[src/rtl/lcd_pkg.sv]
// rtl/lcd_pkg.sv - shared DDRAM geometry, opcode masks and instruction decode for the LCD bus
package lcd_pkg;

  localparam logic [6:0] LINE1_BASE  = 7'h00;
  localparam logic [6:0] LINE2_BASE  = 7'h40;
  localparam logic [6:0] LINE_END    = 7'h27;
  localparam int         VISIBLE_LEN = 16;
  localparam logic [7:0] CHAR_SPACE  = 8'h20;

  localparam logic [7:0] OP_CLEAR   = 8'h01;
  localparam logic [7:0] OP_HOME    = 8'h02;
  localparam logic [7:0] OP_ENTRY   = 8'h04;
  localparam logic [7:0] OP_DISPLAY = 8'h08;
  localparam logic [7:0] OP_SHIFT   = 8'h10;
  localparam logic [7:0] OP_FUNC    = 8'h20;
  localparam logic [7:0] OP_CGRAM   = 8'h40;
  localparam logic [7:0] OP_DDRAM   = 8'h80;

  typedef enum logic [3:0] {
    INS_NOP, INS_CLEAR, INS_HOME, INS_ENTRY, INS_DISPLAY,
    INS_SHIFT, INS_FUNC, INS_CGRAM, INS_DDRAM
  } instr_e;

  // The instruction class is chosen by the highest set bit of the opcode.
  function automatic instr_e decode_instr(input logic [7:0] op);
    if ((op & OP_DDRAM) != 8'h00)   return INS_DDRAM;
    if ((op & OP_CGRAM) != 8'h00)   return INS_CGRAM;
    if ((op & OP_FUNC) != 8'h00)    return INS_FUNC;
    if ((op & OP_SHIFT) != 8'h00)   return INS_SHIFT;
    if ((op & OP_DISPLAY) != 8'h00) return INS_DISPLAY;
    if ((op & OP_ENTRY) != 8'h00)   return INS_ENTRY;
    if ((op & OP_HOME) != 8'h00)    return INS_HOME;
    if ((op & OP_CLEAR) != 8'h00)   return INS_CLEAR;
    return INS_NOP;
  endfunction

endpackage

[src/rtl/lcd_ac_stepper.sv]
// rtl/lcd_ac_stepper.sv - next address counter value with the two-line DDRAM wrap rules
module lcd_ac_stepper
  import lcd_pkg::*;
(
  input  logic [6:0] ac_i,
  input  logic       inc_i,
  output logic [6:0] ac_next_o
);

  localparam logic [6:0] LINE2_END = LINE2_BASE | LINE_END;

  always_comb begin
    ac_next_o = inc_i ? ac_i + 7'd1 : ac_i - 7'd1;
    if (inc_i) begin
      if (ac_i == LINE_END)       ac_next_o = LINE2_BASE;
      else if (ac_i == LINE2_END) ac_next_o = LINE1_BASE;
    end else begin
      if (ac_i == LINE1_BASE)      ac_next_o = LINE2_END;
      else if (ac_i == LINE2_BASE) ac_next_o = LINE_END;
    end
  end

endmodule

[src/rtl/lcd_bus_responder.sv]
// rtl/lcd_bus_responder.sv - KS0066/HD44780 bus responder with 2x16 DDRAM shadow; nibble mode under LCD_RESPONDER_4BIT_EN
module lcd_bus_responder
  import lcd_pkg::*;
#(
  parameter logic [15:0] BUSY_CYCLES       = 16'd40,
  parameter logic [15:0] CLEAR_BUSY_CYCLES = 16'd1600
) (
  input  logic         mclk,
  input  logic         rst,
  input  logic [7:0]   DB_in,
  input  logic         RS,
  input  logic         E,
  input  logic         RW,
  output logic [7:0]   DB_out,
  output logic         DB_oe,
  output logic [127:0] lineA,
  output logic [127:0] lineB,
  output logic [6:0]   ac,
  output logic         busy,
  output logic         display_on,
  output logic         wr_evt,
  output logic         protocol_err
);

  logic       e_s1_q, e_s2_q, e_d_q, rs_s1_q, rs_s2_q, rw_s1_q, rw_s2_q;
  logic [7:0] db_s1_q, db_s2_q;
  logic       rs_lat_q, rw_lat_q;
  logic [7:0] db_lat_q;

  logic [127:0] line_a_q, line_b_q;
  logic [6:0]   ac_q;
  logic         id_q, display_on_q, wr_evt_q, protocol_err_q;
  logic [15:0]  busy_cnt_q;

  logic       strobe, wr_strobe, exec_en, step_inc;
  logic [7:0] exec_byte, rd_word, rd_byte;
  logic [6:0] ac_step, bit_base;
  instr_e     instr;

  assign strobe    = e_d_q & ~e_s2_q;
  assign wr_strobe = strobe & ~rw_lat_q;
  assign busy      = (busy_cnt_q != 16'd0);
  assign rd_word   = {busy, ac_q};

`ifdef LCD_RESPONDER_4BIT_EN
  logic       nibble_mode_q, wr_phase_q, rd_phase_q;
  logic [3:0] nib_hi_q;

  assign exec_en   = wr_strobe & (~nibble_mode_q | wr_phase_q);
  assign exec_byte = nibble_mode_q ? {nib_hi_q, db_lat_q[7:4]} : db_lat_q;
  assign rd_byte   = !nibble_mode_q ? rd_word :
                     rd_phase_q ? {rd_word[3:0], 4'h0} : {rd_word[7:4], 4'h0};
`else
  assign exec_en   = wr_strobe;
  assign exec_byte = db_lat_q;
  assign rd_byte   = rd_word;
`endif

  assign instr    = decode_instr(exec_byte);
  assign step_inc = rs_lat_q ? id_q : exec_byte[2];
  assign bit_base = {ac_q[3:0], 3'b000};

  lcd_ac_stepper u_stepper (
    .ac_i      (ac_q),
    .inc_i     (step_inc),
    .ac_next_o (ac_step)
  );

  always_ff @(posedge mclk) begin
    if (rst) begin
      {e_s1_q, e_s2_q, e_d_q}  <= '0;
      {rs_s1_q, rs_s2_q}       <= '0;
      {rw_s1_q, rw_s2_q}       <= '0;
      {db_s1_q, db_s2_q}       <= '0;
      {rs_lat_q, rw_lat_q}     <= '0;
      db_lat_q                 <= '0;
      line_a_q                 <= {VISIBLE_LEN{CHAR_SPACE}};
      line_b_q                 <= {VISIBLE_LEN{CHAR_SPACE}};
      ac_q                     <= '0;
      id_q                     <= 1'b1;
      display_on_q             <= 1'b0;
      wr_evt_q                 <= 1'b0;
      protocol_err_q           <= 1'b0;
      busy_cnt_q               <= '0;
`ifdef LCD_RESPONDER_4BIT_EN
      {nibble_mode_q, wr_phase_q, rd_phase_q} <= '0;
      nib_hi_q                 <= '0;
`endif
    end else begin
      e_s1_q  <= E;      e_s2_q  <= e_s1_q;  e_d_q <= e_s2_q;
      rs_s1_q <= RS;     rs_s2_q <= rs_s1_q;
      rw_s1_q <= RW;     rw_s2_q <= rw_s1_q;
      db_s1_q <= DB_in;  db_s2_q <= db_s1_q;
      // Hold the bus fields seen while E was high so the falling edge uses them.
      if (e_s2_q) begin
        rs_lat_q <= rs_s2_q;
        rw_lat_q <= rw_s2_q;
        db_lat_q <= db_s2_q;
      end
      wr_evt_q <= 1'b0;
      if (busy) busy_cnt_q <= busy_cnt_q - 16'd1;
      if (wr_strobe && busy) protocol_err_q <= 1'b1;
`ifdef LCD_RESPONDER_4BIT_EN
      if (wr_strobe && nibble_mode_q) begin
        wr_phase_q <= ~wr_phase_q;
        nib_hi_q   <= db_lat_q[7:4];
      end
      if (strobe && rw_lat_q && nibble_mode_q) rd_phase_q <= ~rd_phase_q;
`endif
      if (exec_en) begin
        if (rs_lat_q) begin
          if (ac_q[5:4] == 2'b00) begin
            if (ac_q[6]) line_b_q[bit_base +: 8] <= exec_byte;
            else         line_a_q[bit_base +: 8] <= exec_byte;
            wr_evt_q <= 1'b1;
          end
          ac_q       <= ac_step;
          busy_cnt_q <= BUSY_CYCLES;
        end else begin
          case (instr)
            INS_DDRAM:   begin ac_q <= exec_byte[6:0]; busy_cnt_q <= BUSY_CYCLES; end
            INS_CGRAM:   busy_cnt_q <= BUSY_CYCLES;
            INS_FUNC: begin
`ifdef LCD_RESPONDER_4BIT_EN
              nibble_mode_q <= ~exec_byte[4];
`endif
              busy_cnt_q <= BUSY_CYCLES;
            end
            INS_SHIFT: begin
              if (!exec_byte[3]) ac_q <= ac_step;
              busy_cnt_q <= BUSY_CYCLES;
            end
            INS_DISPLAY: begin display_on_q <= exec_byte[2]; busy_cnt_q <= BUSY_CYCLES; end
            INS_ENTRY:   begin id_q <= exec_byte[1]; busy_cnt_q <= BUSY_CYCLES; end
            INS_HOME:    begin ac_q <= '0; busy_cnt_q <= CLEAR_BUSY_CYCLES; end
            INS_CLEAR: begin
              line_a_q   <= {VISIBLE_LEN{CHAR_SPACE}};
              line_b_q   <= {VISIBLE_LEN{CHAR_SPACE}};
              ac_q       <= '0;
              id_q       <= 1'b1;
              busy_cnt_q <= CLEAR_BUSY_CYCLES;
            end
            default: ;
          endcase
        end
      end
    end
  end

  assign DB_oe        = e_s2_q & rw_s2_q;
  assign DB_out       = DB_oe ? rd_byte : 8'h00;
  assign lineA        = line_a_q;
  assign lineB        = line_b_q;
  assign ac           = ac_q;
  assign display_on   = display_on_q;
  assign wr_evt       = wr_evt_q;
  assign protocol_err = protocol_err_q;

endmodule

[config.mk]
export PLATFORM = sky130hd
export DESIGN_NAME = lcd_bus_responder
export DESIGN_NICKNAME = d
export VERILOG_FILES = /design/src/rtl/lcd_pkg.sv /design/src/rtl/lcd_ac_stepper.sv /design/src/rtl/lcd_bus_responder.sv
export SDC_FILE = /design/constraint.sdc
export NUM_CORES = 1
export LEC_CHECK = 0
export ABC_AREA = 1
export BUFFER_PORTS_ARGS = -buffer_cell sky130_fd_sc_hd__buf_2
export CORE_AREA = 2 2 189 154
export CTS_BUF_LIST = sky130_fd_sc_hd__clkbuf_4
export CTS_CLUSTER_SIZE = 16
export DETAILED_ROUTE_END_ITERATION = 12
export DIE_AREA = 0 0 191 156
export PLACE_DENSITY = 0.77
export SLEW_MARGIN = 20
export SYNTH_ARGS = -nofsm -noshare
export SYNTH_HDL_FRONTEND = slang
export SYNTH_HIERARCHICAL = 1
export SYNTH_SLANG_ARGS = --single-unit
[constraint.sdc]
create_clock -name mclk -period 2.8 [get_ports mclk]
set_input_delay 0.42 -clock mclk [delete_from_list [all_inputs] [get_ports mclk]]
set_output_delay 0.42 -clock mclk [all_outputs]
set_load 0.01 [all_outputs]
; ---- Word level (Yosys, flattened, before mapping)
; Cells that the tools add are included.
[word_totals]
regBits = 316
inputBits = 13
output_inout_bits = 276
elab_cells = 146
[op_classes]
add_sub_neg = 4
n_eq_ne = 15
shift = 2
muxes = 83
bitwise_logic = 7
reduce_logical = 15
[op_table]
columns = op, count
row1 = $mux W128, 7
row2 = $bwmux W128, 2
row3 = $shift A8 B9 Y128 const A, 1
row4 = $shiftx A8 B9 Y128, 1
row5 = $mux W4, 21
row6 = $mux W7, 8
row7 = $mux W16, 3
row8 = $mux W1, 38
row9 = $pmux W16 S2, 1
row10 = $pmux W7 S3, 1
row11 = $eq A4 B3 Y1 const B, 4
row12 = $reduce_bool A16 Y1, 1
row13 = $sub A16 B1 Y16 const B, 1
row14 = $eq A7 B7 Y1 const B, 2
row15 = $neg A7 Y9, 1
row16 = $reduce_and A3 Y1, 3
row17 = $eq A4 B2 Y1 const B, 2
row18 = $mux W8, 1
row19 = $reduce_and A4 Y1, 2
row20 = $add A7 B1 Y7 const B, 1
row21 = $eq A7 B6 Y1 const B, 1
row22 = $logic_not A7 Y1, 1
row23 = $sub A7 B1 Y7 const B, 1
row24 = $reduce_or A6 Y1, 1
row25 = other kinds (14), 21

; ---- Longest topological paths before layout
; Gate-level depths: netlist (run 1).
[logic_depth]
depth_word = 42
mapped_depth = 19
depth_no_buf = 16

; ---- Cells and area by module
; The synthesis (run 1) kept the hierarchy.
[modules_own_cells]
columns = mod, n_inst, cells_each, area_per_inst_um2, seq_area_each_um2
row1 = lcd_bus_responder, 1, 1795, 13618.1, 6326.1
row2 = lcd_ac_stepper, 1, 75, 435.4, 0.0

; ---- Worst setup path after synthesis (run 1)
; OpenSTA, ideal clock, no wires.
[synth_path]
path_kind = flip-flop to flip-flop
start = register rs_lat_q
end = register ac_q[3], in the netlist ac[3]
setup_time_ns = 0.113
arrival_time_ns = 2.560
required_ns = 2.687
path_slack_ns = 0.127
stages_incl_launch_ff = 16
path_buffers = 3
synth_period_minus_slack_ns = 2.673
cell_sequence = dfxtp_1 buf_2 buf_2 buf_2 o21ai_0 inv_1 ha_1 nand2_1 nand2_1 a31oi_1 xor2_1 nor2_1 nand2_1 nand2_1 nor2_1 nor2_1
[synth_between]
elab_chain_cells = 8
elab_cells_between_ends = 13
cone_classes = eq/ne: 1 / mux: 10 / reduce/logical: 2
[synth_rtl]
columns = element, line
row1 = from (decl), lcd_bus_responder.sv:27  ; logic rs_lat_q, rw_lat_q;
row2 = from (signal assigned), lcd_bus_responder.sv:96  ; rs_lat_q <= rs_s2_q;
row3 = $mux W1 (*), lcd_bus_responder.sv:60  ; assign step_inc = rs_lat_q ? id_q : exec_byte[2];
row4 = named net step_inc, lcd_bus_responder.sv:35  ; logic strobe, wr_strobe, exec_en, step_inc;
row5 = $mux W7, lcd_ac_stepper.sv:13  ; ac_next_o = inc_i ? ac_i + 7'd1 : ac_i - 7'd1;
row6 = "$mux W7, on equally long branches", "lcd_ac_stepper.sv:19, lcd_ac_stepper.sv:16"
row7 = "$mux W7, on equally long branches", "lcd_ac_stepper.sv:18, lcd_ac_stepper.sv:15"
row8 = $mux W7 (*), lcd_ac_stepper.sv:14  ; if (inc_i) begin
row9 = named net ac_step[3], lcd_bus_responder.sv:37  ; logic [6:0] ac_step, bit_base;
row10 = $mux W7, lcd_bus_responder.sv:130  ; if (!exec_byte[3]) ac_q <= ac_step;
row11 = $pmux W7 S3, lcd_bus_responder.sv:120  ; case (instr)
row12 = $mux W7 (*), lcd_bus_responder.sv:111  ; if (rs_lat_q) begin
row13 = to (signal assigned), lcd_bus_responder.sv:117  ; ac_q <= ac_step;
row14 = to (signal assigned), lcd_bus_responder.sv:130
row15 = to (decl), lcd_bus_responder.sv:31  ; logic [6:0] ac_q;
; Mark *: on every way through the listed nets, which the timed path passes. The rest lies on a longest branch. The select of a mux whose other input is x is not followed.
; A chain may end at the register's enable or synchronous reset.

; ---- Final worst setup path (run 1)
[layout_path]
start = register busy_cnt_q[0]
end = output port DB_out[7]
[layout_between]
elab_chain_cells = 2
[layout_rtl]
columns = element, line
row1 = from (decl), lcd_bus_responder.sv:33  ; logic [15:0] busy_cnt_q;
row2 = from (signal assigned), lcd_bus_responder.sv:101  ; if (busy) busy_cnt_q <= busy_cnt_q - 16'd1;
row3 = $reduce_bool A16 Y1, lcd_bus_responder.sv:42  ; assign busy = (busy_cnt_q != 16'd0);
row4 = $mux W8, lcd_bus_responder.sv:151  ; assign DB_out = DB_oe ? rd_byte : 8'h00;
row5 = to (decl), lcd_bus_responder.sv:14  ; output logic [7:0] DB_out,
; Every way passes these cells.

==> results of run 1 <==
==> critical path, cell delays in order (launching register included) <==
cell and delay [ns]:
sky130_fd_sc_hd__dfxtp_1 0.31, sky130_fd_sc_hd__inv_1 0.11, sky130_fd_sc_hd__ha_1 0.21, sky130_fd_sc_hd__nand2_1 0.12, sky130_fd_sc_hd__inv_1 0.08, sky130_fd_sc_hd__nand2_1 0.07, sky130_fd_sc_hd__nor2_1 0.34, sky130_fd_sc_hd__nor2_1 0.06
sky130_fd_sc_hd__buf_2 0.15
==> final cells by class <==
cell class	count	area [um^2]
Antenna cell	2	5.00
Clock buffer	109	818
Clock inverter	24	136
Fill cell	2551	11100
Inverter	92	350
Multi-Input combinational cell	1338	6720
Sequential cell	316	6330
Tap cell	370	463
Timing Repair Buffer	328	1910
==> kinds of logic (layout without fill, tap and decap cells) <==
kind of cell	count (synthesis)	after routing	synth area share, %
AND/OR/NAND/NOR	1030	1030	35.3
flip-flops	316	316	45.0
XOR/XNOR	13	13	0.810
AO/OA/AOI/OAI	284	284	10.6
other	0	2	0
buffers and inverters	216	553	7.32
adder cells (fa/ha/maj)	11	11	1.03
==> metal layers <==
layer	track usage (%)	part of all wire, %
met1	46.3	42
met4	13.2	3.4
met2	45.7	41
met3	7.98	13
met5	0	0
==> registers in the layout (all words and copies together) (netlist names), 7 cells and up <==
signal      cells
busy_cnt_q     16
db_s2_q         8
lineB         128
lineA         128
ac              7
db_s1_q         8
db_lat_q        8
==> metrics by stage <==
| stage | util (%) | setup WS (ns) |
|---|---|---|
| floorplan | - | 0.127 |
| global placement | 56.2 | 0.468 |
| detailed placement | 56.2 | 0.391 |
| CTS | 60.0 | 0.222 |
| global route | 60.0 | 0.133 |
| finish | 60.0 | 0.239 |
==> where the power goes <==
group          switching (uW)  internal [uW]  leakage (uW)  total, uW
logic                    1090            496       0.00384       1580
registers                 107           4620       0.00256       4720
clock network            1880           1900      0.000562       3770
==> layout by cell type (no fill, tap or decap), drive strengths merged <==
master,instances
nand3b,2
or2,10
nand4,154
o21a,1
fa,1
bufinv,1
xnor2,7
xor2,6
a21oi,245
buf,317
a211oi,1
inv,94
nor4,2
a21boi,1
nand3,186
dfxtp,316
clkinvlp,2
nor2,223
nor3,13
o211ai,12
clkbuf,109
a31oi,1
diode,2
o21ai,23
ha,10
clkinv,19
nand2,440
dlygate4sd3,11
==> path summary, 6_finish.rpt <==
kind,from,to,cells after the start
setup / recovery,busy_cnt_q[0],DB_out[7],8
hold / removal,rst,db_s2_q[2],2
setup reg to reg,db_lat_q[2],ac[3],13
hold reg to reg,db_s1_q[1],db_s2_q[1],2
==> flow_results.xml, run 1 <==
<?xml version="1.0" encoding="UTF-8"?>
<metrics>
  <group name="synth">
    <metric name="synthFlopType" unit="">sky130_fd_sc_hd__dfxtp_1</metric>
    <metric name="synthMostInstantiatedCell" unit="">sky130_fd_sc_hd__nand2_1</metric>
    <metric name="synth_async_sr_flop_share" unit="%">0</metric>
    <metric name="synth_largest_area_cell" unit="">sky130_fd_sc_hd__dfxtp_1</metric>
    <metric name="postSynthNetCount" unit="">1894</metric>
    <metric name="synth_cells" unit="">1870</metric>
    <metric name="yosys_register_bits" unit="">316</metric>
    <metric name="synth_edf_count" unit="">0</metric>
    <metric name="netlist_top_cells_count" unit="">sky130_fd_sc_hd__nand2_1 (429), sky130_fd_sc_hd__dfxtp_1 (316), sky130_fd_sc_hd__a21oi_1 (243), sky130_fd_sc_hd__nor2_1 (215), sky130_fd_sc_hd__nand3_1 (162)</metric>
    <metric name="syn-cell-area" unit="um^2">14100</metric>
    <metric name="yosysTopAreaCellShare" unit="%">45.0</metric>
    <metric name="yosys.cell_types.count" unit="">44</metric>
    <metric name="synth_area_per_cell" unit="um^2">7.52</metric>
    <metric name="ranking_of_synthesized_cells_by_area" unit="">sky130_fd_sc_hd__dfxtp_1 (45%), sky130_fd_sc_hd__nand2_1 (11%), sky130_fd_sc_hd__a21oi_1 (8.7%), sky130_fd_sc_hd__nand4_1 (6.1%), sky130_fd_sc_hd__nand3_1 (5.8%)</metric>
    <metric name="yosys_warning_total" unit="">6</metric>
    <metric name="synth_sequential_area_ratio" unit="%">45.0</metric>
  </group>
  <group name="sta">
    <metric name="setup_viol_count_final" unit="">0</metric>
    <metric name="finalWorstPathRequiredPeriod" unit="ns">2.56</metric>
    <metric name="worst_slew_pin_slew" unit="ns">0.706</metric>
    <metric name="final_max_slew_viol_count" unit="">0</metric>
    <metric name="rsz_0062_raised_after_global_routing" unit="">false</metric>
    <metric name="period_share" unit="%">91.5</metric>
    <metric name="relSlewSlack" unit="%">52.9</metric>
    <metric name="hold_ws" unit="ns">0.116</metric>
    <metric name="finalClockSkew" unit="ns">0.0515</metric>
    <metric name="setup_tns" unit="ns">0</metric>
    <metric name="fmax" unit="MHz">390</metric>
    <metric name="timing_hold_violations_final" unit="">0</metric>
  </group>
  <group name="die">
    <metric name="die-area" unit="um^2">29800</metric>
    <metric name="core_footprint" unit="um^2">27900</metric>
    <metric name="floorplan.initialDensity" unit="%">50.4</metric>
    <metric name="placement_rows" unit="">55</metric>
    <metric name="die_x" unit="um">191</metric>
    <metric name="floorplan.io_pins" unit="">289</metric>
    <metric name="die-height" unit="um">156</metric>
  </group>
  <group name="critical_path">
    <metric name="worst-r2r-setup-slack" unit="ns">0.34</metric>
    <metric name="cp.arrival" unit="ns">2.14</metric>
    <metric name="cp_max_fo" unit="">6</metric>
    <metric name="critPathLaunchType" unit="">flop</metric>
    <metric name="setup.worst_path.class" unit="">flop to output pin</metric>
    <metric name="category_of_the_worst_setup_path_capture_point" unit="">output pin</metric>
    <metric name="crit_required" unit="ns">2.38</metric>
  </group>
  <group name="place">
    <metric name="place.detailed.hpwl" unit="mm">34.3</metric>
    <metric name="place.gp.congestion" unit="">0.916</metric>
    <metric name="port-buffer-count" unit="">288</metric>
    <metric name="place_inst" unit="">2433</metric>
    <metric name="postPlaceCellArea" unit="um^2">15700</metric>
  </group>
  <group name="grt">
    <metric name="vias_in_the_first_global_route" unit="">13747</metric>
    <metric name="grt.total_usage" unit="%">32.2</metric>
    <metric name="grt_overflow_total" unit="">0</metric>
    <metric name="grt_pass1_wl" unit="mm">75.5</metric>
    <metric name="antenna_violations_before_repair" unit="">1</metric>
    <metric name="largest_net_degree_at_the_start_of_global_routing" unit="">142</metric>
  </group>
  <group name="outcome">
    <metric name="outcome" unit="">finished clean</metric>
  </group>
  <group name="clocking">
    <metric name="ctsLongestPathBuffers" unit="">3</metric>
    <metric name="cts_tree" unit="">done</metric>
    <metric name="clkLatencyLatePin" unit="ns">0.71</metric>
    <metric name="numCtsBuffers" unit="">81</metric>
    <metric name="post_cts.repair.setup_buffers" unit="">0</metric>
    <metric name="cts_hold_buf" unit="">11</metric>
    <metric name="cts.root.buffer_cell" unit="">sky130_fd_sc_hd__clkbuf_4</metric>
    <metric name="cts_max_level" unit="">3</metric>
    <metric name="register_clock_pin_slew_on_the_reported_worst_setup_and_hold_paths" unit="ns">0.07</metric>
    <metric name="post_cts.resized_instances" unit="">0</metric>
    <metric name="cts.sinks" unit="">316</metric>
  </group>
  <group name="detailed_routing">
    <metric name="post_drt_via_cell_ratio" unit="">5.79</metric>
    <metric name="firstDrtPassIters" unit="">7</metric>
    <metric name="num_vias" unit="">14922</metric>
    <metric name="drcViolationCount" unit="">0</metric>
    <metric name="wire_per_inst" unit="um">19.1</metric>
    <metric name="dr.first_iter.drc_count" unit="">1962</metric>
    <metric name="drt-total-wl" unit="mm">49.3</metric>
    <metric name="antenna_violating_nets_post_route" unit="">0</metric>
  </group>
  <group name="pwr">
    <metric name="power-per-cell-area" unit="nW/um^2">602</metric>
    <metric name="power_leakage" unit="uW">0.00696</metric>
    <metric name="max_rail_drop_vdd" unit="mV">0.362</metric>
    <metric name="report.power.total" unit="uW">10100</metric>
  </group>
  <group name="layout">
    <metric name="fin_area" unit="um^2">16700</metric>
    <metric name="post_route_cells_drive_above_1_share" unit="%">23.5</metric>
    <metric name="layout_area_overhead" unit="%">19.0</metric>
    <metric name="design.final.nets" unit="">2181</metric>
    <metric name="finalNonFillerCells" unit="">2579</metric>
  </group>
  <group name="worst_hold_path">
    <metric name="min-delay-path-class" unit="">input pin to flop</metric>
  </group>
  <group name="run">
    <metric name="drv_cap" unit="">0</metric>
  </group>
</metrics>
(Power assumes the default switching activity.)
==> inputs of run 2 (changes only) <==
--- a/config.mk
+++ b/config.mk
@@ -5,13 +5,13 @@
 export SDC_FILE = /design/constraint.sdc
 export NUM_CORES = 1
 export LEC_CHECK = 0
-export ABC_AREA = 1
 export BUFFER_PORTS_ARGS = -buffer_cell sky130_fd_sc_hd__buf_2
-export CORE_AREA = 2 2 189 154
+export CORE_AREA = 2 2 179 146
 export CTS_BUF_LIST = sky130_fd_sc_hd__clkbuf_4
 export CTS_CLUSTER_SIZE = 16
 export DETAILED_ROUTE_END_ITERATION = 12
-export DIE_AREA = 0 0 191 156
+export DIE_AREA = 0 0 181 148
+export HOLD_SLACK_MARGIN = 0.1
 export PLACE_DENSITY = 0.77
 export SLEW_MARGIN = 20
 export SYNTH_ARGS = -nofsm -noshare
==> flow_results.xml, run 2 <==
<?xml version="1.0" encoding="UTF-8"?>
<metrics>
  <group name="outcome">
    <metric name="outcome" unit="">finished clean</metric>
  </group>
  <group name="detailed_routing">
    <metric name="drt-total-wl" unit="mm">40.4</metric>
    <metric name="num_vias" unit="">11762</metric>
    <metric name="drcViolationCount" unit="">0</metric>
    <metric name="dr.first_iter.drc_count" unit="">870</metric>
    <metric name="firstDrtPassIters" unit="">5</metric>
    <metric name="wire_per_inst" unit="um">20.1</metric>
    <metric name="post_drt_via_cell_ratio" unit="">5.83</metric>
    <metric name="antenna_violating_nets_post_route" unit="">0</metric>
  </group>
  <group name="synth">
    <metric name="postSynthNetCount" unit="">1297</metric>
    <metric name="synth_area_per_cell" unit="um^2">9.63</metric>
    <metric name="synth_sequential_area_ratio" unit="%">51.6</metric>
    <metric name="yosysTopAreaCellShare" unit="%">51.6</metric>
    <metric name="syn-cell-area" unit="um^2">12300</metric>
    <metric name="yosys_register_bits" unit="">316</metric>
    <metric name="ranking_of_synthesized_cells_by_area" unit="">sky130_fd_sc_hd__dfxtp_1 (52%), sky130_fd_sc_hd__o32ai_1 (10%), sky130_fd_sc_hd__inv_1 (4.8%), sky130_fd_sc_hd__mux2i_1 (3.2%), sky130_fd_sc_hd__nor2_1 (2.5%)</metric>
    <metric name="synth_largest_area_cell" unit="">sky130_fd_sc_hd__dfxtp_1</metric>
    <metric name="synth_async_sr_flop_share" unit="%">0</metric>
    <metric name="synthMostInstantiatedCell" unit="">sky130_fd_sc_hd__dfxtp_1</metric>
    <metric name="synth_cells" unit="">1273</metric>
    <metric name="netlist_top_cells_count" unit="">sky130_fd_sc_hd__dfxtp_1 (316), sky130_fd_sc_hd__inv_1 (157), sky130_fd_sc_hd__o32ai_1 (140), sky130_fd_sc_hd__nor2_1 (81), sky130_fd_sc_hd__nand2_1 (76)</metric>
    <metric name="synthFlopType" unit="">sky130_fd_sc_hd__dfxtp_1</metric>
    <metric name="yosys_warning_total" unit="">6</metric>
    <metric name="yosys.cell_types.count" unit="">69</metric>
    <metric name="synth_edf_count" unit="">0</metric>
  </group>
  <group name="pwr">
    <metric name="power_leakage" unit="uW">0.00631</metric>
    <metric name="power-per-cell-area" unit="nW/um^2">629</metric>
    <metric name="cellInternalPower" unit="uW">7220</metric>
    <metric name="pwr-share-seq" unit="%">48.3</metric>
    <metric name="comb_power_share" unit="%">10.5</metric>
    <metric name="power_switching" unit="uW">2540</metric>
    <metric name="part_of_the_total_power_dissipated_in_the_clock_network" unit="%">41.1</metric>
    <metric name="max_rail_drop_vdd" unit="mV">0.346</metric>
    <metric name="switching_share" unit="%">26.0</metric>
  </group>
  <group name="sta">
    <metric name="worst_slew_pin_slew" unit="ns">0.922</metric>
    <metric name="finalClockSkew" unit="ns">0.0466</metric>
    <metric name="finalWorstPathRequiredPeriod" unit="ns">2.66</metric>
    <metric name="worst_slack" unit="ns">0.138</metric>
    <metric name="final_max_slew_viol_count" unit="">0</metric>
    <metric name="relSlewSlack" unit="%">38.0</metric>
    <metric name="fmax" unit="MHz">376</metric>
    <metric name="rsz_0062_raised_after_global_routing" unit="">false</metric>
    <metric name="period_share" unit="%">95.1</metric>
    <metric name="timing_hold_violations_final" unit="">0</metric>
    <metric name="setup_viol_count_final" unit="">0</metric>
  </group>
  <group name="layout">
    <metric name="layout.core_utilization" unit="%">62.2</metric>
    <metric name="post_route_cells_drive_above_1_share" unit="%">30.4</metric>
    <metric name="finalNonFillerCells" unit="">2017</metric>
    <metric name="design.final.nets" unit="">1662</metric>
    <metric name="fillers" unit="">2160</metric>
    <metric name="final_common_cell" unit="">sky130_fd_sc_hd__dfxtp_1</metric>
    <metric name="mostFrequentLayoutCells" unit="">sky130_fd_sc_hd__dfxtp_1 (316), sky130_fd_sc_hd__buf_2 (287), sky130_fd_sc_hd__inv_1 (155)</metric>
    <metric name="layout_area_overhead" unit="%">26.7</metric>
  </group>
  <group name="critical_path">
    <metric name="crit_family" unit="">simple AND/OR/NAND/NOR gates</metric>
    <metric name="cp_max_fo" unit="">6</metric>
    <metric name="category_of_the_worst_setup_path_capture_point" unit="">output pin</metric>
    <metric name="critical_path_buf_inv_count" unit="">2</metric>
    <metric name="crit_path_max_incr_delay" unit="ns">0.60</metric>
    <metric name="setup.worst_path.class" unit="">flop to output pin</metric>
    <metric name="worstSetupPathDepth" unit="">4</metric>
    <metric name="worstPathCellList" unit="">or4_4 -&gt; nor4_4 -&gt; inv_2 -&gt; buf_2</metric>
    <metric name="reg2reg_depth" unit="">6</metric>
    <metric name="crit_required" unit="ns">2.38</metric>
    <metric name="critPathLaunchType" unit="">flop</metric>
    <metric name="cp_slowest_cell" unit="">sky130_fd_sc_hd__or4_4</metric>
    <metric name="cp.arrival" unit="ns">2.24</metric>
  </group>
  <group name="clocking">
    <metric name="cts_max_level" unit="">3</metric>
    <metric name="ctsLongestPathBuffers" unit="">3</metric>
    <metric name="cts_tree" unit="">done</metric>
    <metric name="cts.sinks" unit="">316</metric>
    <metric name="post_cts.repair.setup_buffers" unit="">0</metric>
    <metric name="register_clock_pin_slew_on_the_reported_worst_setup_and_hold_paths" unit="ns">0.06</metric>
    <metric name="numCtsBuffers" unit="">78</metric>
    <metric name="cts.root.buffer_cell" unit="">sky130_fd_sc_hd__clkbuf_4</metric>
    <metric name="clkLatencyLatePin" unit="ns">0.70</metric>
  </group>
  <group name="grt">
    <metric name="grt.total_usage" unit="%">29.2</metric>
    <metric name="use_met1" unit="%">39.4</metric>
    <metric name="grt_use_met2" unit="%">45.7</metric>
    <metric name="vias_in_the_first_global_route" unit="">11124</metric>
    <metric name="grt_overflow_total" unit="">0</metric>
    <metric name="global_route.peak_usage_layer" unit="">met2</metric>
    <metric name="grt_pass1_wl" unit="mm">61.9</metric>
    <metric name="largest_net_degree_at_the_start_of_global_routing" unit="">89</metric>
    <metric name="antenna_violations_before_repair" unit="">1</metric>
    <metric name="global_route.usage.met3" unit="%">7.61</metric>
  </group>
  <group name="die">
    <metric name="placement_rows" unit="">52</metric>
    <metric name="die-area" unit="um^2">26800</metric>
    <metric name="floorplan.io_pins" unit="">289</metric>
    <metric name="floorplan.initialDensity" unit="%">49.0</metric>
    <metric name="die-height" unit="um">148</metric>
    <metric name="core_footprint" unit="um^2">25000</metric>
    <metric name="die_x" unit="um">181</metric>
  </group>
  <group name="worst_hold_path">
    <metric name="hold-path-cell-count" unit="">1</metric>
    <metric name="min-delay-path-class" unit="">flop to flop</metric>
  </group>
  <group name="place">
    <metric name="place.detailed.hpwl" unit="mm">27.9</metric>
    <metric name="place_ws" unit="ns">0.110</metric>
    <metric name="place.gp.congestion" unit="">0.938</metric>
    <metric name="place_inst" unit="">1868</metric>
    <metric name="port-buffer-count" unit="">288</metric>
  </group>
  <group name="run">
    <metric name="drv_cap" unit="">0</metric>
  </group>
</metrics>
[run 2: changes by cell type after synthesis, moves of 28 or more]
cell and change:
sky130_fd_sc_hd__nor2_1 -134, sky130_fd_sc_hd__a21oi_1 -209, sky130_fd_sc_hd__inv_1 +81, sky130_fd_sc_hd__o22ai_1 +28, sky130_fd_sc_hd__nand2_1 -353, sky130_fd_sc_hd__mux2i_1 +39
sky130_fd_sc_hd__nand3_1 -148, sky130_fd_sc_hd__nand4_1 -125, sky130_fd_sc_hd__o32ai_1 +140, sky130_fd_sc_hd__a22o_1 +28, sky130_fd_sc_hd__nor2b_1 +31
[run 2: kinds of logic (layout without fill, tap and decap cells)]
kind of cell,count (synthesis),in the layout,share of synthesized area [%]
xor gates and xnor gates,14,14,1.00
DFF,316,316,51.6
AOI/OAI and AO/OA,366,366,24.0
adders and majority gates,11,11,1.18
and+or+nand+nor,289,289,11.5
other,0,1,0
buffers and inverters,237,656,7.37
muxes,40,40,3.28
[run 2: area by class of cell]
class	instances	area [um^2]	share of cell area [%]
Antenna cell	1	2.50	0.0161
Clock buffer	115	863	5.56
Clock inverter	19	170	1.10
Inverter	159	601	3.87
Multi-Input combinational cell	720	5100	32.9
Sequential cell	316	6330	40.7
Tap cell	324	405	2.61
Timing Repair Buffer	363	2060	13.3
[run 2: layer usage]
| metal | routed length [um] | up-vias |
|---|---|---|
| li1 | - | 5434 |
| met1 | 17300 | 5642 |
| met2 | 18200 | 603 |
| met3 | 3960 | 83 |
| met4 | 1000 | 0 |
| met5 | 0 | - |
[run 2: final timing paths]
path	start	endpoint	slack (ns)
max	busy_cnt_q[6]	busy	0.14
max reg2reg	rs_lat_q	lineA[101]	0.17
min	rw_s1_q	rw_s2_q	0.44
min reg2reg	rw_s1_q	rw_s2_q	0.44
[run 2: power groups by stage]
stage / Sequential [uW] / Combinational (uW) / Clock, uW
6_report: 4720 / 1030 / 4020
2_1_floorplan: 4790 / 742 / 0
3_5_place_dp: 4810 / 930 / 0
5_1_grt: 4740 / 1140 / 4290
4_1_cts: 4710 / 1000 / 4070
3_3_place_gp: 4810 / 895 / 0
[run 2: metrics by stage]
stage / instance area, um^2 / total power, uW / hold slack [ns] / TNS [ns]
after detailed placement: 14300 / 5740 / 0.422 / 0
final: 15500 / 9770 / 0.437 / 0
after global placement: 14300 / 5700 / 0.416 / 0
after CTS: 15500 / 9790 / 0.438 / 0
after global routing: 15500 / 10200 / 0.463 / 0
after floorplan: 12300 / 5530 / 0.414 / -0.0644
[run 2: timing repair]
action,CTS,global route
hold buffers,14,0
gates resized for setup,4,5
hold endpoints to repair,22,0
pin swaps,1,0
setup endpoints to repair,2,37
==> inputs of run 3 (changes only) <==
--- a/config.mk
+++ b/config.mk
@@ -11,7 +11,6 @@
 export CTS_CLUSTER_SIZE = 16
 export DETAILED_ROUTE_END_ITERATION = 12
 export DIE_AREA = 0 0 181 148
-export HOLD_SLACK_MARGIN = 0.1
 export PLACE_DENSITY = 0.77
 export SLEW_MARGIN = 20
 export SYNTH_ARGS = -nofsm -noshare
==> constraint.sdc (replaced) <==
create_clock -name mclk -period 2.8 [get_ports mclk]
set_input_delay 0.14 -clock mclk [delete_from_list [all_inputs] [get_ports mclk]]
set_output_delay 0.14 -clock mclk [all_outputs]
set_load 0.01 [all_outputs]
==> flow_results.xml, run 3 (same netlist as run 2, synthesis figures left out) <==
<?xml version="1.0" encoding="UTF-8"?>
<metrics>
  <group name="detailed_routing">
    <metric name="num_vias" unit="">11717</metric>
    <metric name="drt-total-wl" unit="mm">40.3</metric>
    <metric name="drcViolationCount" unit="">0</metric>
    <metric name="dr.first_iter.drc_count" unit="">976</metric>
    <metric name="wire_per_inst" unit="um">20.1</metric>
    <metric name="firstDrtPassIters" unit="">5</metric>
    <metric name="post_drt_via_cell_ratio" unit="">5.84</metric>
    <metric name="antenna_violating_nets_post_route" unit="">0</metric>
  </group>
  <group name="worst_hold_path">
    <metric name="min-delay-path-class" unit="">input pin to flop</metric>
    <metric name="hold-path-cell-count" unit="">3</metric>
  </group>
  <group name="place">
    <metric name="place.detailed.hpwl" unit="mm">27.9</metric>
    <metric name="place.gp.congestion" unit="">0.938</metric>
    <metric name="port-buffer-count" unit="">288</metric>
  </group>
  <group name="sta">
    <metric name="setup_viol_count_final" unit="">0</metric>
    <metric name="fmax" unit="MHz">378</metric>
    <metric name="final_max_slew_viol_count" unit="">0</metric>
    <metric name="setup_tns" unit="ns">0</metric>
    <metric name="period_share" unit="%">94.5</metric>
    <metric name="relSlewSlack" unit="%">36.6</metric>
    <metric name="timing_hold_violations_final" unit="">0</metric>
    <metric name="finalWorstPathRequiredPeriod" unit="ns">2.64</metric>
    <metric name="finalClockSkew" unit="ns">0.0437</metric>
    <metric name="worst_slew_pin_slew" unit="ns">0.944</metric>
    <metric name="rsz_0062_raised_after_global_routing" unit="">false</metric>
    <metric name="hold_ws" unit="ns">0.217</metric>
  </group>
  <group name="die">
    <metric name="die_x" unit="um">181</metric>
    <metric name="placement_rows" unit="">52</metric>
    <metric name="die-area" unit="um^2">26800</metric>
    <metric name="core_footprint" unit="um^2">25000</metric>
    <metric name="floorplan.initialDensity" unit="%">49.0</metric>
    <metric name="floorplan.io_pins" unit="">289</metric>
    <metric name="die-height" unit="um">148</metric>
  </group>
  <group name="critical_path">
    <metric name="critPathLaunchType" unit="">flop</metric>
    <metric name="category_of_the_worst_setup_path_capture_point" unit="">flop</metric>
    <metric name="cp.arrival" unit="ns">3.26</metric>
    <metric name="reg2reg_depth" unit="">6</metric>
    <metric name="cp_max_fo" unit="">26</metric>
    <metric name="setup.worst_path.class" unit="">flop to flop</metric>
    <metric name="crit_required" unit="ns">3.41</metric>
  </group>
  <group name="layout">
    <metric name="final_common_cell" unit="">sky130_fd_sc_hd__dfxtp_1</metric>
    <metric name="design.final.nets" unit="">1660</metric>
    <metric name="mostFrequentLayoutCells" unit="">sky130_fd_sc_hd__dfxtp_1 (316), sky130_fd_sc_hd__buf_2 (287), sky130_fd_sc_hd__inv_1 (156)</metric>
    <metric name="post_route_cells_drive_above_1_share" unit="%">29.8</metric>
    <metric name="layout_area_overhead" unit="%">25.6</metric>
  </group>
  <group name="clocking">
    <metric name="cts.sinks" unit="">316</metric>
    <metric name="numCtsBuffers" unit="">77</metric>
    <metric name="cts.root.buffer_cell" unit="">sky130_fd_sc_hd__clkbuf_4</metric>
    <metric name="register_clock_pin_slew_on_the_reported_worst_setup_and_hold_paths" unit="ns">0.08</metric>
    <metric name="cts_max_level" unit="">3</metric>
    <metric name="clkLatencyLatePin" unit="ns">0.69</metric>
    <metric name="cts_tree" unit="">done</metric>
    <metric name="ctsLongestPathBuffers" unit="">3</metric>
  </group>
  <group name="outcome">
    <metric name="outcome" unit="">finished clean</metric>
  </group>
  <group name="grt">
    <metric name="grt.total_usage" unit="%">29.0</metric>
    <metric name="largest_net_degree_at_the_start_of_global_routing" unit="">157</metric>
    <metric name="antenna_violations_before_repair" unit="">1</metric>
    <metric name="vias_in_the_first_global_route" unit="">11198</metric>
    <metric name="grt_overflow_total" unit="">0</metric>
    <metric name="grt_pass1_wl" unit="mm">61.9</metric>
  </group>
  <group name="pwr">
    <metric name="max_rail_drop_vdd" unit="mV">0.358</metric>
    <metric name="power_leakage" unit="uW">0.00625</metric>
    <metric name="power-per-cell-area" unit="nW/um^2">610</metric>
  </group>
  <group name="run">
    <metric name="drv_cap" unit="">0</metric>
  </group>
</metrics>
[run 3: cell count changes in the layout (fill, tap and decap cells not counted), sizes merged]
cell	previous run	this run
bufinv	3	1
clkbuf	115	108
dlygate4sd3	14	12
inv	159	158
buf	349	350
clkinv	13	14
clkinvlp	3	2
[run 3: path summary, 6_finish.rpt]
path	endpoint	slack [ns]	start
setup reg to reg	lineB[48]	0.16	rs_lat_q
hold / removal	db_s1_q[3]	0.22	DB_in[3]
setup / recovery	lineB[48]	0.16	rs_lat_q
hold reg to reg	db_s2_q[0]	0.44	db_s1_q[0]
[run 3: area by class of cell]
cell class                      instances  area (um^2)
Fill cell                            2169         9590
Timing Repair Buffer                  362         2060
Multi-Input combinational cell        720         5100
Tap cell                              324          405
Sequential cell                       316         6330
Clock inverter                         16         91.3
Clock buffer                          108          811
Antenna cell                            1         2.50
Inverter                              159          601
[run 3: metrics by stage]
step	instances	util, %	setup slack [ns]	cell area [um^2]	total power [uW]
2_1_floorplan	1273	-	-0.0644	12300	5530
3_3_place_gp	1866	57.3	0.220	14300	5720
3_5_place_dp	1866	57.3	0.105	14300	5760
4_1_cts	2002	61.4	0.00980	15300	9370
5_1_grt	2006	61.6	0.0101	15400	9820
6_report	2006	61.6	0.155	15400	9390
[run 3: layer usage]
layer / track usage, % / up-vias / wire, um
met5: 0 / - / 0
met2: 45.2 / 589 / 18400
li1: - / 5411 / -
met3: 7.88 / 72 / 3770
met1: 39.2 / 5645 / 17200
met4: 9.47 / 0 / 849
[run 3: worst max-delay path: stages, from the launching register on]
cell,delay [ns]
sky130_fd_sc_hd__dfxtp_1,0.35
sky130_fd_sc_hd__or4_1,0.59
sky130_fd_sc_hd__or3_1,0.41
sky130_fd_sc_hd__a2111oi_4,0.41
sky130_fd_sc_hd__buf_12,0.22
sky130_fd_sc_hd__o211ai_1,0.33
sky130_fd_sc_hd__o22ai_1,0.27
[run 3: report_power, final]
part           leakage [uW]  total, uW  switching [uW]  internal (uW)
logic               0.00315       1060             577            483
clock network      0.000541       3620            1760           1860
registers           0.00255       4720             107           4610
total               0.00625       9390            2440           6950
[run 3: what timing repair did]
item / 4_1_cts / 5_1_grt
endpoints found under the hold margin: 18 / 0
hold buffers: 12 / 0
setup buffers: 0 / 3
gates resized for setup: 1 / 7
endpoints found under the setup margin: 1 / 34
